## config.mk

```make
export PLATFORM = sky130hd
export DESIGN_NAME = io_ring_ctrl_flat
export DESIGN_NICKNAME = d
export VERILOG_FILES = /design/src/rtl/io_ring_pkg.sv /design/src/rtl/io_ring_ctrl_if.sv /design/src/rtl/io_in_filter.sv /design/src/rtl/io_ring_ctrl.sv /design/src/flat_wrapper.sv
export SDC_FILE = /design/constraint.sdc
export NUM_CORES = 1
export LEC_CHECK = 0
export BUFFER_PORTS_ARGS = -buffer_cell sky130_fd_sc_hd__buf_2
export CAP_MARGIN = 20
export CELL_PAD_IN_SITES_DETAIL_PLACEMENT = 1
export CELL_PAD_IN_SITES_GLOBAL_PLACEMENT = 1
export CORE_MARGIN = 2
export CORE_UTILIZATION = 52
export DETAILED_ROUTE_END_ITERATION = 10
export MAX_ROUTING_LAYER = met4
export PLACE_DENSITY = 0.81
export SETUP_SLACK_MARGIN = 0.2
export SYNTH_ARGS = -nofsm -noshare
export SYNTH_HDL_FRONTEND = slang
export SYNTH_SLANG_ARGS = --single-unit
```

## constraint.sdc

```tcl
create_clock -name inClock -period 12.65 [get_ports inClock]
set_clock_uncertainty 0.1 [all_clocks]
set_input_delay 1.8975 -clock inClock [delete_from_list [all_inputs] [get_ports inClock]]
set_output_delay 1.8975 -clock inClock [all_outputs]
set_load 0.02 [all_outputs]
```

## src/rtl/io_ring_pkg.sv

```systemverilog
// Shared defaults, counter limits and the filter-counter width helper for the pad-ring controller.
// Pure declarations: no logic, no latency.
package io_ring_pkg;

    localparam int N_IN_DEF        = 28;
    localparam int N_OUT_DEF       = 10;
    localparam int SYNC_STAGES_DEF = 2;
    localparam int FILT_LEN_DEF    = 4;

    localparam int              CNT_W   = 8;
    localparam logic [CNT_W-1:0] CNT_MAX = 8'hFF;

    // Counter must reach FILT_LEN-1; never narrower than one bit.
    function automatic int filt_cnt_w(input int filt_len);
        return (filt_len <= 2) ? 1 : $clog2(filt_len);
    endfunction

endpackage

```

## src/rtl/io_ring_ctrl_if.sv

```systemverilog
// Pad-side and core-side signal bundle of io_ring_ctrl; master drives the inputs, slave is the controller.
// IO_LOOPBACK_EN adds the in_loopback select.
interface io_ring_ctrl_if import io_ring_pkg::*; #(
    parameter int N_IN  = N_IN_DEF,
    parameter int N_OUT = N_OUT_DEF
);

    logic [N_IN-1:0]  in_padIn;
    logic [N_IN-1:0]  out_coreIn;
    logic [N_OUT-1:0] in_coreOut;
    logic [N_OUT-1:0] out_padOut;
    logic             in_filtBypass;
    logic             in_outHold;
    logic             in_countClear;
    logic             out_inChange;
    logic [CNT_W-1:0] out_changeCount;

`ifdef IO_LOOPBACK_EN
    logic in_loopback;

    modport master (
        output in_padIn, in_coreOut, in_filtBypass, in_outHold, in_countClear, in_loopback,
        input  out_coreIn, out_padOut, out_inChange, out_changeCount
    );
    modport slave (
        input  in_padIn, in_coreOut, in_filtBypass, in_outHold, in_countClear, in_loopback,
        output out_coreIn, out_padOut, out_inChange, out_changeCount
    );
`else
    modport master (
        output in_padIn, in_coreOut, in_filtBypass, in_outHold, in_countClear,
        input  out_coreIn, out_padOut, out_inChange, out_changeCount
    );
    modport slave (
        input  in_padIn, in_coreOut, in_filtBypass, in_outHold, in_countClear,
        output out_coreIn, out_padOut, out_inChange, out_changeCount
    );
`endif

endinterface

```

## src/rtl/io_in_filter.sv

```systemverilog
// One input channel: SYNC_STAGES-deep synchroniser followed by a FILT_LEN-cycle glitch filter.
// Latency SYNC_STAGES+FILT_LEN edges (SYNC_STAGES+1 in bypass); free-running, no backpressure.
module io_in_filter import io_ring_pkg::*; #(
    parameter int SYNC_STAGES = SYNC_STAGES_DEF,
    parameter int FILT_LEN    = FILT_LEN_DEF
) (
    input  logic clk,
    input  logic rst,
    input  logic i_pad,
    input  logic i_bypass,
    output logic o_q
);

    localparam int            CW       = filt_cnt_w(FILT_LEN);
    localparam logic [CW-1:0] CNT_LAST = CW'(FILT_LEN - 1);

    logic [SYNC_STAGES-1:0] r_sync;
    logic                   r_q;
    logic [CW-1:0]          r_cnt;
    logic                   w_s;
    logic                   w_q_nxt;
    logic [CW-1:0]          w_cnt_nxt;

    assign w_s = r_sync[SYNC_STAGES-1];
    assign o_q = r_q;

    // cnt tracks how many consecutive edges s has disagreed with q; any agreement restarts it.
    always_comb begin
        w_q_nxt   = r_q;
        w_cnt_nxt = '0;
        if (i_bypass) begin
            w_q_nxt = w_s;
        end else if (w_s != r_q) begin
            if (r_cnt == CNT_LAST) begin
                w_q_nxt = w_s;
            end else begin
                w_cnt_nxt = r_cnt + 1'b1;
            end
        end
    end

    always_ff @(posedge clk or posedge rst) begin
        if (rst) begin
            r_sync <= '0;
            r_q    <= 1'b0;
            r_cnt  <= '0;
        end else begin
            r_sync <= {r_sync[SYNC_STAGES-2:0], i_pad};
            r_q    <= w_q_nxt;
            r_cnt  <= w_cnt_nxt;
        end
    end

endmodule

```

## src/rtl/io_ring_ctrl.sv

```systemverilog
// Pad-ring controller: filtered pad inputs, registered pad outputs, change pulse and saturating transition count.
// Outputs registered (1 cycle); optional IO_LOOPBACK_EN routes filtered inputs back to the pads; no backpressure.
module io_ring_ctrl import io_ring_pkg::*; #(
    parameter int N_IN        = N_IN_DEF,
    parameter int N_OUT       = N_OUT_DEF,
    parameter int SYNC_STAGES = SYNC_STAGES_DEF,
    parameter int FILT_LEN    = FILT_LEN_DEF
) (
    input  logic           inClock,
    input  logic           inReset,
    io_ring_ctrl_if.slave  bus
);

    logic [N_IN-1:0]  w_q;
    logic [N_IN-1:0]  r_q_d;
    logic [N_IN-1:0]  w_diff;
    logic [N_OUT-1:0] w_pad_src;
    logic [N_OUT-1:0] r_pad_out;
    logic             r_in_change;
    logic [CNT_W-1:0] r_change_count;
    logic [CNT_W-1:0] w_count_nxt;
    logic [15:0]      w_sum;

    for (genvar i = 0; i < N_IN; i++) begin : g_in
        io_in_filter #(
            .SYNC_STAGES (SYNC_STAGES),
            .FILT_LEN    (FILT_LEN)
        ) u_filt (
            .clk      (inClock),
            .rst      (inReset),
            .i_pad    (bus.in_padIn[i]),
            .i_bypass (bus.in_filtBypass),
            .o_q      (w_q[i])
        );
    end

    // Comparing q against its own one-cycle-old copy puts the pulse and the count update on the same edge.
    assign w_diff = w_q ^ r_q_d;

    always_comb begin
        w_count_nxt = '0;
        w_sum       = 16'(r_change_count);
        for (int i = 0; i < N_IN; i++) begin
            w_sum = w_sum + 16'(w_diff[i]);
        end
        if (bus.in_countClear) begin
            w_count_nxt = '0;
        end else if (w_sum > 16'(CNT_MAX)) begin
            w_count_nxt = CNT_MAX;
        end else begin
            w_count_nxt = w_sum[CNT_W-1:0];
        end
    end

`ifdef IO_LOOPBACK_EN
    logic [N_OUT-1:0] w_loop;

    for (genvar j = 0; j < N_OUT; j++) begin : g_loop
        assign w_loop[j] = w_q[j % N_IN];
    end

    assign w_pad_src = bus.in_loopback ? w_loop : bus.in_coreOut;
`else
    assign w_pad_src = bus.in_coreOut;
`endif

    always_ff @(posedge inClock or posedge inReset) begin
        if (inReset) begin
            r_q_d          <= '0;
            r_pad_out      <= '0;
            r_in_change    <= 1'b0;
            r_change_count <= '0;
        end else begin
            r_q_d          <= w_q;
            r_in_change    <= |w_diff;
            r_change_count <= w_count_nxt;
            if (!bus.in_outHold) begin
                r_pad_out <= w_pad_src;
            end
        end
    end

    assign bus.out_coreIn      = w_q;
    assign bus.out_padOut      = r_pad_out;
    assign bus.out_inChange    = r_in_change;
    assign bus.out_changeCount = r_change_count;

endmodule

```

## src/flat_wrapper.sv

```systemverilog
// flat-port wrapper written by rule: the top's interface ports become plain ports
module io_ring_ctrl_flat import io_ring_pkg::*;
#(
    parameter int N_IN        = N_IN_DEF,
    parameter int N_OUT       = N_OUT_DEF,
    parameter int SYNC_STAGES = SYNC_STAGES_DEF,
    parameter int FILT_LEN    = FILT_LEN_DEF
)
  (inClock, inReset, bus_in_padIn, bus_in_coreOut, bus_in_filtBypass, bus_in_outHold, bus_in_countClear, bus_out_coreIn, bus_out_padOut, bus_out_inChange, bus_out_changeCount);
  io_ring_ctrl_if #(.N_IN(N_IN), .N_OUT(N_OUT)) bus_i ();
  input  logic inClock;
  input  logic inReset;
  input wire logic [$bits(bus_i.in_padIn)-1:0] bus_in_padIn;
  input wire logic [$bits(bus_i.in_coreOut)-1:0] bus_in_coreOut;
  input wire logic [$bits(bus_i.in_filtBypass)-1:0] bus_in_filtBypass;
  input wire logic [$bits(bus_i.in_outHold)-1:0] bus_in_outHold;
  input wire logic [$bits(bus_i.in_countClear)-1:0] bus_in_countClear;
  output wire logic [$bits(bus_i.out_coreIn)-1:0] bus_out_coreIn;
  output wire logic [$bits(bus_i.out_padOut)-1:0] bus_out_padOut;
  output wire logic [$bits(bus_i.out_inChange)-1:0] bus_out_inChange;
  output wire logic [$bits(bus_i.out_changeCount)-1:0] bus_out_changeCount;
  assign bus_i.in_padIn = bus_in_padIn;
  assign bus_i.in_coreOut = bus_in_coreOut;
  assign bus_i.in_filtBypass = bus_in_filtBypass;
  assign bus_i.in_outHold = bus_in_outHold;
  assign bus_i.in_countClear = bus_in_countClear;
  assign bus_out_coreIn = bus_i.out_coreIn;
  assign bus_out_padOut = bus_i.out_padOut;
  assign bus_out_inChange = bus_i.out_inChange;
  assign bus_out_changeCount = bus_i.out_changeCount;
  io_ring_ctrl #(.N_IN(N_IN), .N_OUT(N_OUT), .SYNC_STAGES(SYNC_STAGES), .FILT_LEN(FILT_LEN)) u_core (.inClock(inClock), .inReset(inReset), .bus(bus_i));
endmodule
```

==> results.sh <==
export IMPL_overflow=0
export IMPL_grt_antenna_before_repair=0
export IMPL_die_w_um=126.9
export IMPL_cp_required_ps=12900
export IMPL_final_util=0.6068
export IMPL_yosysTopAreaCellShare=0.5958
export IMPL_area_growth_syn_to_layout_pct=13.14
export IMPL_max_freq_mhz=162.5
export IMPL_async_flop_share=1.000
export IMPL_grt_first_pass_wirelength_mm=27.01
export IMPL_maxCapViolations=0
export IMPL_synthTopCellsByArea="dfrtp_1 (60%), ha_1 (7.5%), mux2_2 (5.4%)"
export IMPL_io_pins=90
export IMPL_critical_path_class="flop to flop"
export IMPL_critPathMaxFanout=7
export IMPL_multi_input_comb_area_mm2=0.002861
export IMPL_core_mm2=0.01464
export IMPL_hold_path_class="flop to flop"
export IMPL_grt_use_total=0.2289
export IMPL_place_inst=789
export IMPL_whs_path_depth=0
export IMPL_ys_ff_latch=187
export IMPL_routed_top_layer="met4"
export IMPL_portBuffers=89
export IMPL_crit_arrival_ps=6400
export IMPL_yosys_top_cells_count="dfrtp_1 (187), ha_1 (47), xnor2_1 (41)"
export IMPL_finalSetupViolCount=0
export IMPL_status="finished, final reports clean"
export IMPL_cts_inserted_buffers=17
export IMPL_drc_errors=0
export IMPL_fin_setup_tns_ps=0
export IMPL_synth_yosys_seq_area_share=0.5958
export IMPL_clkLatencyLatePin_ps=430
export IMPL_rows=44
export IMPL_synth_top_area_cell="dfrtp_1"
export IMPL_drtAntennaViolNets=0
export IMPL_viasPerCell=5.400
export IMPL_fill_cells=1423
export IMPL_root_buffer="clkbuf_16"
export IMPL_clkTransAtPathRegs_ps=70
export IMPL_final_layout_size_suffix_gt1_frac=0.2590
export IMPL_hold_violations=0
export IMPL_regArea_mm2=0.004679
export IMPL_layout_min_cycle_time_ps=6152
export IMPL_clock_sinks=187
export IMPL_drtIter0Drc=202
export IMPL_dp_hpwl_mm=11.01
export IMPL_final_cells=821
export IMPL_start_util=0.5363
export IMPL_netlist_area_mm2=0.007854
export IMPL_h_tree_depth=4
export IMPL_syn_nets=664
export IMPL_worstSetupStartpointType="flop"
export IMPL_gp_congestion=0.8439
export IMPL_rr_endpoint="u_core.bus.out_changeCount[6]"
export IMPL_grt_max_degree=110
export IMPL_hold_path_endpoint="u_core.g_in[6].u_filt.r_sync[1]"
export IMPL_end_kind="flop"
export IMPL_yosys_cell_count_top_type="dfrtp_1"
export IMPL_rsz0062_at_grt="no"
export IMPL_cts_tree="done"
export IMPL_synth_warnings=0
export IMPL_yosysUniqueCellTypes=35
export IMPL_pre_cts_slack_ps=6495
export IMPL_syn_inst=553
export IMPL_routed_wl_mm=16.31
export IMPL_vias=4433
export IMPL_min_delay_start="u_core.g_in[6].u_filt.r_sync[0]"
export IMPL_die_h_um=126.9
export IMPL_routedWlPerCell_um=19.86
export IMPL_relSlewSlack=0.3470
export IMPL_reg2reg_slack_ps=6500
export IMPL_postCtsSetupBuffers=0
export IMPL_dr_pass1_iters=4
export IMPL_synth_edff_count=0
export IMPL_met3WireLength_um=637
export IMPL_fin_crit_sh=0.4863
export IMPL_post_cts_resized=0
export IMPL_rr_worst_depth=17
export IMPL_die_area_mm2=0.01610
export IMPL_cts_buffer_depth=2
export IMPL_grt_pass1_vias=5087
export IMPL_wl_met1_mm=6.455
export IMPL_layout_setup_ws_ps=6498
export IMPL_met2_length_mm=8.924
export IMPL_r2r_start="u_core.g_in[0].u_filt.o_q"
export IMPL_slew_viol_final=0
export IMPL_ys_flop_type="dfrtp_1"
export IMPL_final_nets=735
export IMPL_holdBufCountCts=0
export IMPL_worst_slew_pin_slew_ps=979.6
export IMPL_avgSynthCellArea_um2=14.20
export IMPL_antenna_cells=0
area by class of cell:
class | count | share of cell area
clock buffer | 23 | 0.05491
clock inverter | 9 | 0.01141
inverter | 16 | 0.007322
multi-input combinational | 311 | 0.3220
sequential | 187 | 0.5266
tap | 184 | 0.02591
timing repair buffer | 91 | 0.05182
state kept, by name, indices dropped and copies added, names as in the netlist:
register and cells:
u_core.g_in.u_filt.r_cnt 56, u_core.bus.out_inChange 1, u_core.bus.out_padOut 10, u_core.g_in.u_filt.o_q 28, u_core.bus.out_changeCount 8, u_core.r_q_d 28, u_core.g_in.u_filt.r_sync 56
through the flow:
stage	hold WS, ps	instance area [um2]
5_1_grt	255.0	8886
3_3_place_gp	232.2	8297
2_1_floorplan	231.2	7854
4_1_cts	252.1	8886
3_5_place_dp	236.3	8297
6_report	250.7	8886
worst max-delay path, cell delays in order (launching register included):
cell	delay, ps
dfrtp_1	440
xor2_1	260
ha_1	310
fa_1	520
fa_1	520
fa_1	520
fa_1	550
inv_1	60
fa_1	520
fa_1	550
inv_1	40
ha_1	230
fa_1	430
a211oi_1	340
o21bai_1	180
nand4_1	140
o211ai_2	160
a21oi_1	200
routing by layer:
layer  vias to the layer above  global-route usage
met4                         0             0.07563
met2                        96              0.4048
li1                       2014                   -
met1                      2297              0.2565
met3                        26             0.05399
met5                         -                   -
worst max-delay path by stage:
stage                     cells after the start                 startpoint  slack [ps]                       endpoint
after floorplan                               1                    inReset        5570  u_core.bus.out_changeCount[0]
after global placement                       17  u_core.g_in[0].u_filt.o_q        6720  u_core.bus.out_changeCount[0]
after detailed placement                     17  u_core.g_in[0].u_filt.o_q        6490  u_core.bus.out_changeCount[2]
after CTS                                    17  u_core.g_in[0].u_filt.o_q        6470  u_core.bus.out_changeCount[2]
after global routing                         17  u_core.g_in[0].u_filt.o_q        6210  u_core.bus.out_changeCount[6]
final                                        17  u_core.g_in[0].u_filt.o_q        6500  u_core.bus.out_changeCount[6]
placed cells by master (no fill, tap or decap), types with 3 or more instances in the layout:
| cell type | instances |
|---|---|
| nor2_1 | 31 |
| ha_1 | 47 |
| nor3b_1 | 28 |
| inv_6 | 3 |
| clkbuf_16 | 17 |
| a21oi_1 | 12 |
| buf_2 | 89 |
| mux2_2 | 38 |
| clkinv_4 | 4 |
| nor4_1 | 32 |
| a21o_1 | 3 |
| fa_1 | 21 |
| inv_1 | 15 |
| xor2_1 | 24 |
| dfrtp_1 | 187 |
| o21bai_1 | 3 |
| clkbuf_8 | 4 |
| nand4_1 | 5 |
| nand3_1 | 6 |
| xnor2_1 | 41 |
cells by family (layout without fill, tap and decap cells):
logic type,Yosys count,count (layout),synth area share
buffers and inverters,55,139,0.03983
XOR/XNOR,67,67,0.07663
AND/OR/NAND/NOR,109,109,0.08029
multiplexers,38,38,0.05448
AO/OA/AOI/OAI,29,29,0.02453
adder cells (fa/ha/maj),68,68,0.1284
flip-flops,187,187,0.5958
Power is not shown: default switching activity piles up to over one toggle a cycle in this logic, so the estimate is an artifact.
